==> src/rtl/rr_arb_mux.sv <==
// rr_arb_mux: N-to-1 registered valid/ready mux with round-robin or
// fixed-priority arbitration and burst locking until the last beat.
module rr_arb_mux #(
    parameter int NUM_INPUTS = 4,
    parameter int DATA_WIDTH = 8,
    parameter int ARB_MODE   = 0,
    parameter int SEL_WIDTH  = ($clog2(NUM_INPUTS) < 1) ? 1 : $clog2(NUM_INPUTS)
) (
    input  logic                             clk,
    input  logic                             rst_n,
    input  logic [NUM_INPUTS*DATA_WIDTH-1:0] in_data,
    input  logic [NUM_INPUTS-1:0]            in_valid,
    input  logic [NUM_INPUTS-1:0]            in_last,
    output logic [NUM_INPUTS-1:0]            in_ready,
    output logic [DATA_WIDTH-1:0]            out_data,
    output logic [SEL_WIDTH-1:0]             out_src,
    output logic                             out_last,
    output logic                             out_valid,
    input  logic                             out_ready
);

    typedef enum logic {
        UNLOCKED,
        LOCKED
    } lock_e;

    lock_e                 state_q, state_d;
    logic [SEL_WIDTH-1:0]  lock_idx_q, lock_idx_d;
    logic [SEL_WIDTH-1:0]  rr_ptr_q, rr_ptr_d;
    logic [DATA_WIDTH-1:0] out_data_q, out_data_d;
    logic [SEL_WIDTH-1:0]  out_src_q, out_src_d;
    logic                  out_last_q, out_last_d;
    logic                  out_valid_q, out_valid_d;

    logic                  load;
    logic                  xfer;
    logic                  gnt_found;
    logic [SEL_WIDTH-1:0]  gnt_idx;
    logic [SEL_WIDTH-1:0]  cand_idx;
    logic [SEL_WIDTH-1:0]  ptr_next;
    logic [DATA_WIDTH-1:0] sel_data;
    logic                  sel_last;
    int                    cand;

    // Output register may only be rewritten when empty or being drained.
    assign load = !out_valid_q || out_ready;
    // Nothing is granted while reset is asserted.
    assign xfer = load && gnt_found && rst_n;

    // Grant search: locked owner only, else priority or rotating search.
    always_comb begin
        gnt_found = 1'b0;
        gnt_idx   = '0;
        cand      = 0;
        cand_idx  = '0;
        if (state_q == LOCKED) begin
            gnt_found = in_valid[lock_idx_q];
            gnt_idx   = lock_idx_q;
        end else if (ARB_MODE == 1) begin
            for (int i = NUM_INPUTS - 1; i >= 0; i--) begin
                if (in_valid[SEL_WIDTH'(i)]) begin
                    gnt_found = 1'b1;
                    gnt_idx   = SEL_WIDTH'(i);
                end
            end
        end else begin
            for (int k = NUM_INPUTS - 1; k >= 0; k--) begin
                cand     = (int'(rr_ptr_q) + k) % NUM_INPUTS;
                cand_idx = SEL_WIDTH'(cand);
                if (in_valid[cand_idx]) begin
                    gnt_found = 1'b1;
                    gnt_idx   = cand_idx;
                end
            end
        end
    end

    // Payload and last-marker of the granted channel.
    always_comb begin
        sel_data = '0;
        for (int i = 0; i < NUM_INPUTS; i++) begin
            if (gnt_idx == SEL_WIDTH'(i)) begin
                sel_data = in_data[i*DATA_WIDTH +: DATA_WIDTH];
            end
        end
        sel_last = in_last[gnt_idx];
        if (int'(gnt_idx) == NUM_INPUTS - 1) begin
            ptr_next = '0;
        end else begin
            ptr_next = gnt_idx + 1'b1;
        end
    end

    // One-hot ready toward the channel being accepted this cycle.
    always_comb begin
        in_ready = '0;
        if (xfer) begin
            in_ready[gnt_idx] = 1'b1;
        end
    end

    // Next state: output register, rotation pointer and burst lock.
    always_comb begin
        state_d     = state_q;
        lock_idx_d  = lock_idx_q;
        rr_ptr_d    = rr_ptr_q;
        out_data_d  = out_data_q;
        out_src_d   = out_src_q;
        out_last_d  = out_last_q;
        out_valid_d = out_valid_q;
        if (xfer) begin
            out_valid_d = 1'b1;
            out_data_d  = sel_data;
            out_src_d   = gnt_idx;
            out_last_d  = sel_last;
            if (ARB_MODE == 0 && sel_last) begin
                rr_ptr_d = ptr_next;
            end
            case (state_q)
                UNLOCKED: begin
                    if (!sel_last) begin
                        state_d    = LOCKED;
                        lock_idx_d = gnt_idx;
                    end
                end
                LOCKED: begin
                    if (sel_last) begin
                        state_d = UNLOCKED;
                    end
                end
                default: state_d = UNLOCKED;
            endcase
        end else if (load) begin
            out_valid_d = 1'b0;
        end
    end

    // State registers with asynchronous clear.
    always_ff @(posedge clk or negedge rst_n) begin
        if (!rst_n) begin
            state_q     <= UNLOCKED;
            lock_idx_q  <= '0;
            rr_ptr_q    <= '0;
            out_data_q  <= '0;
            out_src_q   <= '0;
            out_last_q  <= 1'b0;
            out_valid_q <= 1'b0;
        end else begin
            state_q     <= state_d;
            lock_idx_q  <= lock_idx_d;
            rr_ptr_q    <= rr_ptr_d;
            out_data_q  <= out_data_d;
            out_src_q   <= out_src_d;
            out_last_q  <= out_last_d;
            out_valid_q <= out_valid_d;
        end
    end

    assign out_data  = out_data_q;
    assign out_src   = out_src_q;
    assign out_last  = out_last_q;
    assign out_valid = out_valid_q;

endmodule

==> config.mk <==
export PLATFORM = sky130hd
export DESIGN_NAME = rr_arb_mux
export DESIGN_NICKNAME = d
export VERILOG_FILES = /design/src/rtl/rr_arb_mux.sv
export SDC_FILE = /design/constraint.sdc
export NUM_CORES = 1
export LEC_CHECK = 0
export CORE_MARGIN = 1
export CORE_UTILIZATION = 46
export CTS_BUF_LIST = sky130_fd_sc_hd__clkbuf_8
export CTS_CLUSTER_SIZE = 40
export DETAILED_ROUTE_END_ITERATION = 12
export PLACE_DENSITY = 0.87
export SKIP_CTS_REPAIR_TIMING = 1
export SYNTH_ARGS = -nofsm -noshare
export SYNTH_HDL_FRONTEND = slang
export SYNTH_SLANG_ARGS = --single-unit
==> constraint.sdc <==
create_clock -name clk -period 6.35 [get_ports clk]
set_input_delay 1.27 -clock clk [delete_from_list [all_inputs] [get_ports clk]]
set_output_delay 1.27 -clock clk [all_outputs]
set_load 0.005 [all_outputs]
==> out/metrics.yaml, run 1 <==
grt:
  grt_usage: 0.277
  grt_pass1_vias: 1247
  grt_pass1_wl_mm: 5.76
  grt_overflow: 0
  grt_max_degree: 28
  antenna_found_initial: 0
final_layout:
  area_growth_syn_to_layout_pct: 51.0
  fin_area_sq_um: 1910
  fin_nets: 254
  n_antenna_cell: 0
  finalCoreUtilization: 0.749
  drive_gt1_frac: 0.0680
  stdcell_count: 236
detailed_routing:
  avgRoutedWirePerCell_microns: 16.1
  drt_first_iter_violations: 49
  vias: 1377
  via_per_inst: 5.83
  drc: 0
  ant_nets: 0
  dr.pass1.iters: 4
  wl_mm: 3.79
critical_path:
  critical_path_required_ns: 5.08
  worstPathArrival_ns: 4.18
  cp_cell_sequence: "clkdlybuf4s50_1 -> nand3b_1 -> a211oi_1 -> or2_1 -> ha_1 -> and2_1 -> clkdlybuf4s50_1"
  cpMostUsedCell: "clkdlybuf4s50_1"
  cp_num_buf_inv: 2
  critPathKind: "in2out"
  critPathTopFamily: "buffers and inverters"
  end_kind: "primary output"
  critical_path_peak_fanout: 17
  critical_path.slowest_cell: "a211oi_1"
  critPathMaxStageDelay_ns: 0.56
  worstSetupStartpointType: "input pin"
clock_network:
  clock_path_buffers: 2
  cts_root_buf: "clkbuf_8"
  htree_levels: 1
  clk_pin_slew_ns: 0.06
  cts_tree: "built"
  cts_buffers: 3
  clk_latency_ns: 0.25
  cts_sinks: 17
run_status:
  outcome: "finished, final reports clean"
die:
  fp.dieW_microns: 54.4
  ioPinCount: 59
  start_util: 0.496
  die_area_sq_um: 2960
  rows: 18
  die_h_microns: 54.4
  coreArea_sq_um: 2540
sta:
  period_minus_slack_ns: 5.45
  timing.hold.ws_ns: 0.515
  rsz0062_at_grt: "no"
  maxSlewViolCount: 0
  finalCritPeriodShare: 0.858
  setup_viol: 0
  final_hold_viol_count: 0
  fin_worst_skew_ns: 0.000706
  fmax_mhz: 184
  relSlewSlack: 0.329
  setup_tns_ns: 0
  worstMarginPinSlew_ns: 1.01
yosys:
  synth_warnings: 0
  synth.yosys.seq_area_share: 0.337
  synth_compound_area_frac: 0.271
  synth_nets: 197
  synthSimpleGateAreaFrac: 0.252
  synth-seq-cells: 17
  ys_top_cells_by_area: "dfrtp_1 34%, a21oi_1 9.5%, nor2b_1 5.0%"
  async_flop_share: 1.00
  synthCells: 150
  synth_top_family_by_area: "compound AO/OA/AOI/OAI gates"
  synth.top_cell.area_share: 0.337
  yosys-top-cells-count: "24 x a21oi_1, 17 x dfrtp_1, 14 x nor2_1, 10 x nor2b_1, 8 x nor3_1"
  synth_top_cell_by_area: "dfrtp_1"
  synth_fa_ha_area_frac: 0.0396
  netlist_area_sq_um: 1260
  yosysUniqueCellTypes: 41
  synth-edff-count: 0
  synth_top_flop_cell: "dfrtp_1"
  synth.area.mux_share: 0.0644
  synth_area_per_cell_sq_um: 8.42
  synth_xor_xnor_area_share: 0
  yosysMostFrequentCell: "a21oi_1"
power_and_ir_drop:
  seqPwrFrac: 0.253
  p_per_area_nw_per_um2: 422
  comb_power_share: 0.647
  ir_drop_mv: 0.318
  p_clk_frac: 0.100
  switchingPower_uw: 345
  p_leak_nw: 0.748
  p_sw_frac: 0.428
  p_int_uw: 461
hold_path:
  hold_class: "reg2reg"
placed_design:
  place.gp.congestion: 0.890
  place_area_sq_um: 1860
  io_buffer_count: 58
  placedCellCount: 232
  dpl.hpwl_mm: 2.94
run:
  max-cap-violations: 0
## sequential cells by signal, summed over array words and instances (netlist names)
register	count
lock_idx_q	2
out_data	8
out_last	1
out_src	2
out_valid	1
rr_ptr_q	2
state_q	1
## power groups by stage
stage	Combinational [mW]	Clock [mW]	Sequential, mW
floorplan	0.327	0	0.194
global placement	0.492	0	0.201
detailed placement	0.510	0	0.205
CTS	0.517	0.0822	0.203
global route	0.576	0.0868	0.212
finish	0.522	0.0803	0.204
## cell usage in the layout, fill, tap and decap left out, types with 2 or more instances in the layout
master / synthesis / layout
a21oi_1: 24 / 24
a221oi_1: 7 / 7
and2_1: 4 / 4
clkbuf_8: 0 / 3
clkdlybuf4s50_1: 0 / 58
dfrtp_1: 17 / 17
ha_1: 4 / 4
inv_1: 4 / 4
mux2_2: 2 / 2
nand2_1: 7 / 7
nand2b_1: 5 / 5
nand3b_1: 5 / 5
nor2_1: 14 / 14
nor2b_1: 10 / 10
nor3_1: 8 / 8
o21a_1: 2 / 2
o21ai_0: 4 / 4
o21ai_1: 3 / 3
## stage by stage
step	total power, mW	worst slack, ns
detailed placement	0.715	0.952
finish	0.805	0.903
global route	0.874	0.696
floorplan	0.521	2.16
global placement	0.693	1.16
CTS	0.802	0.929
## kinds of logic after synthesis
| logic type | count (synthesis) |
|---|---|
| AO/OA/AOI/OAI | 52 |
| adder cells (fa/ha/maj) | 4 |
| buffers and inverters | 12 |
| flip-flops | 17 |
| multiplexers | 6 |
| AND/OR/NAND/NOR | 59 |
## layout make-up
cell class,instances,area [sq um]
clock buffers,3,41.3
clock inverters,1,5.00
fillers,196,638
inverters,5,18.8
multi-input cells,121,791
flip-flops and latches,17,425
well taps,30,37.5
repair buffers,59,588
## metal layers
metal  vias to the layer above  global-route usage  wire, microns
met5                         -                   0              0
met4                         0              0.0684             59
met3                        10              0.0806            234
met2                        57               0.449           1890
met1                       652               0.358           1600
li1                        658                   -              -
## final timing paths
check,cells after the start,slack (ns),start,to
setup reg to reg,10,3.24,rr_ptr_q[1],out_data[3]
hold / removal,1,0.51,out_src[1],out_src[1]
hold reg to reg,1,0.51,out_src[1],out_src[1]
max in group asynchronous,2,4.82,rst_n,lock_idx_q[0]
min in group asynchronous,2,1.33,rst_n,out_data[5]
setup / recovery,7,0.90,in_valid[2],in_ready[3]
Power figures use the tool's default switching activity.
==> run 2: changes to the inputs <==
==> constraint.sdc (replaced) <==
create_clock -name clk -period 6.35 [get_ports clk]
set_input_delay 1.905 -clock clk [delete_from_list [all_inputs] [get_ports clk]]
set_output_delay 1.905 -clock clk [all_outputs]
set_load 0.005 [all_outputs]
==> out/metrics.yaml, run 2 (synthesis results as in run 1) <==
clock_network:
  clk_latency_ns: 0.25
  clock_path_buffers: 2
  cts_tree: "built"
  cts_root_buf: "clkbuf_8"
  htree_levels: 1
  cts_buffers: 3
  clk_pin_slew_ns: 0.06
  cts_sinks: 17
final_layout:
  drive_gt1_frac: 0.0861
  final_cell_mix: "58 x clkdlybuf4s50_1, 24 x a21oi_1, 17 x dfrtp_1"
  largest_reg_flops: 8
  final_common_cell: "clkdlybuf4s50_1"
  fin_nets: 257
  area_growth_syn_to_layout_pct: 53.9
  n_antenna_cell: 0
die:
  start_util: 0.496
  die_area_sq_um: 2960
  coreArea_sq_um: 2540
  fp.dieW_microns: 54.4
  ioPinCount: 59
  rows: 18
  die_h_microns: 54.4
critical_path:
  end_kind: "primary output"
  cp_num_buf_inv: 3
  worstPathArrival_ns: 4.26
  critPathKind: "in2out"
  critPathMaxStageDelay_ns: 0.59
  critical_path_peak_fanout: 7
  worstSetupStartpointType: "input pin"
  cp_cell_sequence: "clkdlybuf4s50_1 -> nand3b_1 -> nand3b_1 -> o21ai_1 -> or2_1 -> inv_2 -> ha_1 -> and2_1 -> clkdlybuf4s50_1"
  critical_path.slowest_cell: "clkdlybuf4s50_1"
  critical_path_required_ns: 4.45
  critPathTopFamily: "buffers and inverters"
detailed_routing:
  vias: 1368
  drc: 0
  dr.pass1.iters: 4
  wl_mm: 3.78
  ant_nets: 0
  via_per_inst: 5.72
  avgRoutedWirePerCell_microns: 15.8
  drt_first_iter_violations: 31
sta:
  relSlewSlack: 0.611
  final_hold_viol_count: 0
  setup_tns_ns: 0
  fin_worst_skew_ns: 0.00175
  maxSlewViolCount: 0
  worstMarginPinSlew_ns: 0.582
  finalCritPeriodShare: 0.970
  fmax_mhz: 162
  setup_viol: 0
  rsz0062_at_grt: "no"
  period_minus_slack_ns: 6.16
  worst_slack_ns: 0.187
power_and_ir_drop:
  p_leak_nw: 0.767
  p_per_area_nw_per_um2: 420
  ir_drop_mv: 0.319
grt:
  grt_pass1_wl_mm: 5.48
  met1_usage: 0.347
  grt_use_met3: 0.0556
  busiest_layer: "met2"
  grt_max_degree: 28
  grt_overflow: 0
  grt_pass1_vias: 1208
  use_met2: 0.429
  grt_usage: 0.263
  antenna_found_initial: 0
placed_design:
  io_buffer_count: 58
  place.gp.congestion: 0.888
  dpl.hpwl_mm: 2.95
  pre_cts_ws_ns: 0.0742
hold_path:
  hold_class: "reg2reg"
run_status:
  outcome: "finished, final reports clean"
run:
  max-cap-violations: 0
## run 2: changes by cell type in the layout (fill, tap and decap cells not counted)
cell       delta
nor2_2        -1
clkinv_2      -1
a211oi_2      +1
buf_4         +3
inv_1         +1
a2111oi_2     +1
a2111oi_1     -1
a211oi_1      -1
nor2_4        +1
## run 2: through the flow
step	cells	cell area, sq um	power (mW)	utilization	hold WS, ns
3_3_place_gp	235	1880	0.706	0.740	0.495
4_1_cts	239	1930	0.810	0.758	0.514
6_report	239	1940	0.816	0.764	0.506
5_1_grt	239	1940	0.887	0.764	0.547
3_5_place_dp	235	1880	0.729	0.740	0.500
2_1_floorplan	150	1260	0.521	-	0.500
## run 2: metal layers
metal	vias to the layer above	share of wire
met5	-	0
met4	0	0.011
met3	6	0.051
met2	47	0.52
met1	646	0.42
li1	669	-
## run 2: path summary, 6_finish.rpt
check	start	endpoint	slack [ns]	cells after the start
worst max-delay path	in_valid[3]	in_ready[0]	0.19	9
worst min-delay path	out_valid	out_valid	0.51	2
min in group asynchronous	rst_n	out_valid	2.04	2
worst min register to register	out_valid	out_valid	0.51	2
worst max register to register	state_q	out_data[2]	3.48	11
max in group asynchronous	rst_n	lock_idx_q[1]	4.12	2
## run 2: cell type report
type / count / area, sq um
multi-input cells: 121 / 806
repair buffers: 62 / 611
fillers: 195 / 602
flip-flops and latches: 17 / 425
clock buffers: 3 / 41.3
well taps: 30 / 37.5
inverters: 5 / 18.8
clock inverters: 1 / 3.75
## run 2: where the power goes
part           internal, mW  total, mW  switching (mW)
clock                0.0428     0.0776          0.0348
sequential            0.158      0.206          0.0476
combinational         0.270      0.532           0.262
## run 2: worst min-delay path, cell delays in order, from the launching register on
cell and delay [ns]:
dfrtp_1 0.34, nand2b_1 0.07, o21ai_0 0.06
